**config.mk**
```make
export PLATFORM = sky130hd
export DESIGN_NAME = apb_master_bridge_flat
export DESIGN_NICKNAME = d
export VERILOG_FILES = /design/src/rtl/apb_master_bridge_if.sv /design/src/rtl/apb_master_bridge.sv /design/src/flat_wrapper.sv
export SDC_FILE = /design/constraint.sdc
export NUM_CORES = 1
export LEC_CHECK = 0
export BUFFER_PORTS_ARGS = -buffer_cell sky130_fd_sc_hd__buf_4
export CELL_PAD_IN_SITES_DETAIL_PLACEMENT = 1
export CELL_PAD_IN_SITES_GLOBAL_PLACEMENT = 1
export CORE_UTILIZATION = 31
export CTS_BUF_LIST = sky130_fd_sc_hd__clkbuf_2 sky130_fd_sc_hd__clkbuf_4 sky130_fd_sc_hd__clkbuf_8
export CTS_CLUSTER_DIAMETER = 50
export DETAILED_ROUTE_END_ITERATION = 6
export GPL_TIMING_DRIVEN = 0
export PLACE_DENSITY = 0.78
export SYNTH_ARGS = -nofsm -noshare
export SYNTH_HDL_FRONTEND = slang
export SYNTH_SLANG_ARGS = --single-unit
```
**constraint.sdc**
```tcl
create_clock -name PCLK -period 1.7 [get_ports PCLK]
set_clock_uncertainty 0.1 [all_clocks]
set_input_delay 0.34 -clock PCLK [delete_from_list [all_inputs] [get_ports PCLK]]
set_output_delay 0.34 -clock PCLK [all_outputs]
set_load 0.1 [all_outputs]
```
**src/rtl/apb_master_bridge_if.sv**
```systemverilog
// APB bus between the apb_master_bridge requester and an APB completer.
interface apb_master_bridge_if #(
    parameter int ADDR_W = 3,
    parameter int DATA_W = 8
);
    logic [ADDR_W-1:0] PADDR;
    logic              PWRITE;
    logic              PSEL;
    logic              PENABLE;
    logic [DATA_W-1:0] PWDATA;
    logic [DATA_W-1:0] PRDATA;
    logic              PREADY;
    logic              PSLVERR;

    modport master (
        output PADDR, PWRITE, PSEL, PENABLE, PWDATA,
        input  PRDATA, PREADY, PSLVERR
    );

    modport slave (
        input  PADDR, PWRITE, PSEL, PENABLE, PWDATA,
        output PRDATA, PREADY, PSLVERR
    );
endinterface

```
**src/rtl/apb_master_bridge.sv**
```systemverilog
// Converts single-beat valid/ready commands into APB SETUP/ACCESS transfers with PREADY waits.
// Define APB_TIMEOUT_EN to add an ACCESS-phase watchdog that aborts after TIMEOUT cycles.
module apb_master_bridge #(
    parameter int ADDR_W  = 3,
    parameter int DATA_W  = 8,
    parameter int TIMEOUT = 16
) (
    input  logic                PCLK,
    input  logic                PRESETn,
    input  logic                cmd_valid,
    output logic                cmd_ready,
    input  logic                cmd_write,
    input  logic [ADDR_W-1:0]   cmd_addr,
    input  logic [DATA_W-1:0]   cmd_wdata,
    output logic                rsp_valid,
    output logic [DATA_W-1:0]   rsp_rdata,
    output logic                rsp_err,
    output logic                rsp_timeout,
    output logic                busy,
    apb_master_bridge_if.master apb
);

    typedef enum logic [1:0] {
        IDLE   = 2'd0,
        SETUP  = 2'd1,
        ACCESS = 2'd2
    } state_t;

    state_t            state;
    state_t            state_nxt;
    logic              access_done;
    logic              access_abort;
    logic              psel_nxt;
    logic              penable_nxt;
    logic              pwrite_nxt;
    logic [ADDR_W-1:0] paddr_nxt;
    logic [DATA_W-1:0] pwdata_nxt;
    logic              rsp_valid_nxt;
    logic [DATA_W-1:0] rsp_rdata_nxt;
    logic              rsp_err_nxt;

    // A zero watchdog limit would abort before the first ACCESS cycle could complete.
    if (TIMEOUT < 1) begin : g_timeout_out_of_range
    end

    assign cmd_ready   = (state == IDLE);
    assign busy        = ~cmd_ready;
    assign access_done = (state == ACCESS) && apb.PREADY;

`ifdef APB_TIMEOUT_EN
    localparam int               CNT_W   = $clog2(TIMEOUT + 1);
    localparam logic [CNT_W-1:0] WD_LAST = CNT_W'(TIMEOUT - 1);

    logic [CNT_W-1:0] wd_cnt;
    logic             rsp_timeout_nxt;

    assign access_abort = (state == ACCESS) && !apb.PREADY && (wd_cnt == WD_LAST);

    always_ff @(posedge PCLK) begin
        if (!PRESETn) begin
            wd_cnt <= '0;
        end else if (state == SETUP) begin
            wd_cnt <= '0;
        end else if ((state == ACCESS) && !apb.PREADY) begin
            wd_cnt <= wd_cnt + CNT_W'(1);
        end
    end

    always_ff @(posedge PCLK) begin
        if (!PRESETn) begin
            rsp_timeout <= 1'b0;
        end else begin
            rsp_timeout <= rsp_timeout_nxt;
        end
    end
`else
    assign access_abort = 1'b0;
    assign rsp_timeout  = 1'b0;
`endif

    // NOTE: the reset is synchronous, so it lives inside the clocked branch and not in the sensitivity list.
    always_ff @(posedge PCLK) begin
        if (!PRESETn) begin
            state <= IDLE;
        end else begin
            state <= state_nxt;
        end
    end

    always_comb begin
        // NOTE: defaulting every comb output first means no path can leave it unassigned and infer a latch.
        state_nxt = state;
        case (state)
            IDLE:    if (cmd_valid) state_nxt = SETUP;
            SETUP:   state_nxt = ACCESS;
            ACCESS:  if (access_done || access_abort) state_nxt = IDLE;
            default: state_nxt = IDLE;
        endcase
    end

    // Next values for the registered APB and response outputs; bus fields hold unless a command is accepted.
    always_comb begin
        psel_nxt      = apb.PSEL;
        penable_nxt   = apb.PENABLE;
        pwrite_nxt    = apb.PWRITE;
        paddr_nxt     = apb.PADDR;
        pwdata_nxt    = apb.PWDATA;
        rsp_valid_nxt = 1'b0;
        rsp_rdata_nxt = rsp_rdata;
        rsp_err_nxt   = rsp_err;
`ifdef APB_TIMEOUT_EN
        rsp_timeout_nxt = rsp_timeout;
`endif
        case (state)
            IDLE: begin
                if (cmd_valid) begin
                    psel_nxt    = 1'b1;
                    penable_nxt = 1'b0;
                    pwrite_nxt  = cmd_write;
                    paddr_nxt   = cmd_addr;
                    pwdata_nxt  = cmd_wdata;
                end
            end
            SETUP: begin
                penable_nxt = 1'b1;
            end
            ACCESS: begin
                if (access_done) begin
                    psel_nxt      = 1'b0;
                    penable_nxt   = 1'b0;
                    rsp_valid_nxt = 1'b1;
                    rsp_rdata_nxt = apb.PWRITE ? '0 : apb.PRDATA;
                    rsp_err_nxt   = apb.PSLVERR;
`ifdef APB_TIMEOUT_EN
                    rsp_timeout_nxt = 1'b0;
`endif
                end else if (access_abort) begin
                    psel_nxt      = 1'b0;
                    penable_nxt   = 1'b0;
                    rsp_valid_nxt = 1'b1;
                    rsp_rdata_nxt = '0;
                    rsp_err_nxt   = 1'b1;
`ifdef APB_TIMEOUT_EN
                    rsp_timeout_nxt = 1'b1;
`endif
                end
            end
            default: begin
                psel_nxt    = 1'b0;
                penable_nxt = 1'b0;
            end
        endcase
    end

    // NOTE: registered state is always updated with <= so every flop samples pre-edge values.
    always_ff @(posedge PCLK) begin
        if (!PRESETn) begin
            apb.PSEL    <= 1'b0;
            apb.PENABLE <= 1'b0;
            apb.PWRITE  <= 1'b0;
            apb.PADDR   <= '0;
            apb.PWDATA  <= '0;
            rsp_valid   <= 1'b0;
            rsp_rdata   <= '0;
            rsp_err     <= 1'b0;
        end else begin
            apb.PSEL    <= psel_nxt;
            apb.PENABLE <= penable_nxt;
            apb.PWRITE  <= pwrite_nxt;
            apb.PADDR   <= paddr_nxt;
            apb.PWDATA  <= pwdata_nxt;
            rsp_valid   <= rsp_valid_nxt;
            rsp_rdata   <= rsp_rdata_nxt;
            rsp_err     <= rsp_err_nxt;
        end
    end

endmodule

```
**src/flat_wrapper.sv**
```systemverilog
// flat-port wrapper written by rule: the top's interface ports become plain ports
module apb_master_bridge_flat 
#(
    parameter int ADDR_W  = 3,
    parameter int DATA_W  = 8,
    parameter int TIMEOUT = 16
)
  (PCLK, PRESETn, cmd_valid, cmd_ready, cmd_write, cmd_addr, cmd_wdata, rsp_valid, rsp_rdata, rsp_err, rsp_timeout, busy, apb_PADDR, apb_PWRITE, apb_PSEL, apb_PENABLE, apb_PWDATA, apb_PRDATA, apb_PREADY, apb_PSLVERR);
  apb_master_bridge_if #(.ADDR_W(ADDR_W), .DATA_W(DATA_W)) apb_i ();
  input  logic PCLK;
  input  logic PRESETn;
  input  logic cmd_valid;
  output logic cmd_ready;
  input  logic cmd_write;
  input  logic [ADDR_W-1:0] cmd_addr;
  input  logic [DATA_W-1:0] cmd_wdata;
  output logic rsp_valid;
  output logic [DATA_W-1:0] rsp_rdata;
  output logic rsp_err;
  output logic rsp_timeout;
  output logic busy;
  output wire logic [$bits(apb_i.PADDR)-1:0] apb_PADDR;
  output wire logic [$bits(apb_i.PWRITE)-1:0] apb_PWRITE;
  output wire logic [$bits(apb_i.PSEL)-1:0] apb_PSEL;
  output wire logic [$bits(apb_i.PENABLE)-1:0] apb_PENABLE;
  output wire logic [$bits(apb_i.PWDATA)-1:0] apb_PWDATA;
  input wire logic [$bits(apb_i.PRDATA)-1:0] apb_PRDATA;
  input wire logic [$bits(apb_i.PREADY)-1:0] apb_PREADY;
  input wire logic [$bits(apb_i.PSLVERR)-1:0] apb_PSLVERR;
  assign apb_PADDR = apb_i.PADDR;
  assign apb_PWRITE = apb_i.PWRITE;
  assign apb_PSEL = apb_i.PSEL;
  assign apb_PENABLE = apb_i.PENABLE;
  assign apb_PWDATA = apb_i.PWDATA;
  assign apb_i.PRDATA = apb_PRDATA;
  assign apb_i.PREADY = apb_PREADY;
  assign apb_i.PSLVERR = apb_PSLVERR;
  apb_master_bridge #(.ADDR_W(ADDR_W), .DATA_W(DATA_W), .TIMEOUT(TIMEOUT)) u_core (.PCLK(PCLK), .PRESETn(PRESETn), .cmd_valid(cmd_valid), .cmd_ready(cmd_ready), .cmd_write(cmd_write), .cmd_addr(cmd_addr), .cmd_wdata(cmd_wdata), .rsp_valid(rsp_valid), .rsp_rdata(rsp_rdata), .rsp_err(rsp_err), .rsp_timeout(rsp_timeout), .busy(busy), .apb(apb_i));
endmodule
```
==> impl_metrics.yaml <==
status:
  status: "finished, violations left"
  violations: "design-rule violations"
clocking:
  clk_pin_slew_ps: 160
  clock_path_buffers: 2
  cts.sinks: 25
  cts_tree: "built"
  clkLatencyLatePin_ps: 330
  cts_root_buffer: "clkbuf_4"
  cts_made_buffers: 3
  post_cts.repair.setup_buffers: 0
  cts_max_level: 1
global_route:
  antenna_found_initial: 0
  grt_pass1_vias: 984
  grt_pass1_wl_um: 4290
  grt_max_degree: 16
  overflow: 0
  grtUsageTotal: 0.164
logic_synthesis:
  synth_edf_count: 0
  synth_cell_types: 21
  ys_seq_area_frac: 0.524
  synth_ff_type: "dfxtp_1"
  avgSynthCellArea_um2: 8.46
  syn_inst: 113
  netlist.area_leader.share: 0.524
  ys_ff_latch: 25
  ys_async_sr_fraction: 0
  synthesis.area_um2: 956
  synth_area_leader_cell: "dfxtp_1"
  synth_area_leaders: "dfxtp_1 (52%), nand3_1 (8.9%), o21ai_0 (8.4%)"
  syn_nets: 138
  yosys_warnings: 0
worst_setup_path:
  slowest_stage: "dfxtp_4"
  crit_path_start: "u_core.state[1]$_SDFFE_PN0P_"
  path_cells: "or2_4, clkinvlp_4, buf_8"
  crit_type: "flip-flop to primary output"
  end_kind: "primary output"
  arrival_ps: 1210
  path_max_fanout: 6
  worstPathRequired_ps: 1260
  max_stage_delay_ps: 390
  r2r_start: "u_core.state[1]$_SDFFE_PN0P_"
  startpoint_type: "flip-flop"
floorplanning:
  coreArea_um2: 2830
  die_area_um2: 3310
  io_pins: 52
  die_w_um: 57.5
  rows: 19
  start_util: 0.338
  die_y_um: 57.5
layout:
  n_fill_cell: 343
  area_delta_synth_final_pct: 47.5
  antenna_cells_inserted: 0
  final_area_um2: 1410
  stdcell_count: 197
  fin_util: 0.498
  nNetsFinal: 192
  drive_above_1_share: 0.380
drt:
  vias_per_cell: 4.94
  ant_nets: 0
  drt-pass1-iter-count: 6
  wl_per_cell_um: 13.0
  drc: 5
  drt-initial-drc-count: 24
  via_count: 974
  wl_um: 2560
sta:
  setup_viol: 0
  period_minus_slack_ps: 1650
  hold_viol_final: 0
  final_max_slew_viol_count: 0
  fmax_mhz: 604
  finalCritPeriodShare: 0.973
  rsz0062_at_grt: "no"
power_and_ir_drop:
  ir_drop_mv: 0.437
  p_per_area_nw_per_um2: 968
  static-leakage-power_nw: 0.634
  p_total_mw: 1.36
placement:
  gp_congestion: 0.689
  port_buffers: 49
  dpl_cell_area_um2: 1370
  dp.cells: 193
  dp_hpwl_um: 2010
hold_path:
  hold_path.startpoint: "cmd_write"
  hold_path_class: "input port to flip-flop"
job:
  maxCapViolations: 0
per-layer routing:
layer | global-route usage | part of all wire | vias to the layer above
li1 | - | - | 488
met1 | 0.198 | 0.41 | 446
met2 | 0.289 | 0.48 | 38
met3 | 0.0408 | 0.10 | 2
met4 | 0.0418 | 0.0066 | 0
met5 | 0 | 0 | -
timing repair:
item / CTS / global route
hold buffers: 0 / 0
endpoints found under the hold margin: 0 / 0
resized for setup: 3 / 0
setup endpoints to repair: 1 / 0
worst paths after layout:
check | endpoint | slack, ps | cells past startpoint
max | cmd_ready | 50 | 3
min | u_core.apb.PWRITE$_SDFFE_PN0P_ | 120 | 3
max reg2reg | u_core.apb.PWDATA[1]$_SDFFE_PN0P_ | 260 | 4
min reg2reg | u_core.rsp_rdata[6]$_SDFFE_PN0P_ | 370 | 2
synth_stat cells, types with 2 or more instances:
cell and n:
nand2_1 21, o21ai_0 16, or3b_1 5, dfxtp_1 25, nand3_1 17, a21oi_1 6
inv_1 4, clkbuf_1 4, nor2_1 2, buf_2 2
worst max-delay path, delay by kind of cell, from the launching register on:
kind | cells | cell delay, ps
buffers and inverters | 2 | 260
flip-flops | 1 | 390
AND/OR/NAND/NOR | 1 | 240
sequential cells by signal, summed over array words and instances (netlist names):
signal / flops
u_core.rsp_rdata: 8
u_core.rsp_err: 1
u_core.rsp_valid: 1
u_core.apb.PWDATA: 8
u_core.state: 2
u_core.apb.PWRITE: 1
u_core.apb.PADDR: 3
u_core.apb.PSEL: 1
area by class of cell:
cell class | instances | area, um2 | area share
Inverter | 4 | 18.8 | 0.0133
Buffer | 8 | 37.5 | 0.0266
Multi-Input combinational cell | 76 | 405 | 0.287
Tap cell | 31 | 38.8 | 0.0275
Sequential cell | 25 | 505 | 0.358
Clock buffer | 3 | 22.5 | 0.0160
Timing Repair Buffer | 49 | 375 | 0.266
Clock inverter | 1 | 6.26 | 0.00444
logic make-up (layout without fill, tap and decap cells):
| logic type | after synthesis | in the layout | synth area share |
|---|---|---|---|
| buffers and inverters | 12 | 65 | 0.0550 |
| AOI/OAI and AO/OA | 24 | 24 | 0.131 |
| other | 1 | 1 | 0.00392 |
| and+or+nand+nor | 51 | 51 | 0.287 |
| DFF | 25 | 25 | 0.524 |
per-stage QoR:
| step | setup WS (ps) | TNS (ps) | hold slack (ps) |
|---|---|---|---|
| detailed placement | 188 | 0 | 353 |
| CTS | 28.7 | 0 | 114 |
| global route | 8.06 | 0 | 119 |
| finish | 45.4 | 0 | 117 |
| floorplan | -198 | -198 | 370 |
| global placement | 259 | 0 | 339 |
cell usage in the layout (no fill, tap or decap), types with 2 or more instances in the layout:
| cell | instances |
|---|---|
| buf_4 | 49 |
| dfxtp_1 | 23 |
| nand2_1 | 21 |
| nand3_1 | 17 |
| o21ai_0 | 16 |
| a21oi_1 | 6 |
| or3b_1 | 5 |
| clkbuf_1 | 4 |
| inv_1 | 3 |
| clkbuf_4 | 3 |
| buf_2 | 2 |
| nor2_1 | 2 |
power by group:
group	leakage [nW]	internal, mW	switching [mW]
clock	0.0183	0.0917	0.192
combinational	0.411	0.112	0.330
sequential	0.205	0.616	0.0226
total	0.634	0.820	0.545
No activity file was read; power rests on OpenSTA's default activity.
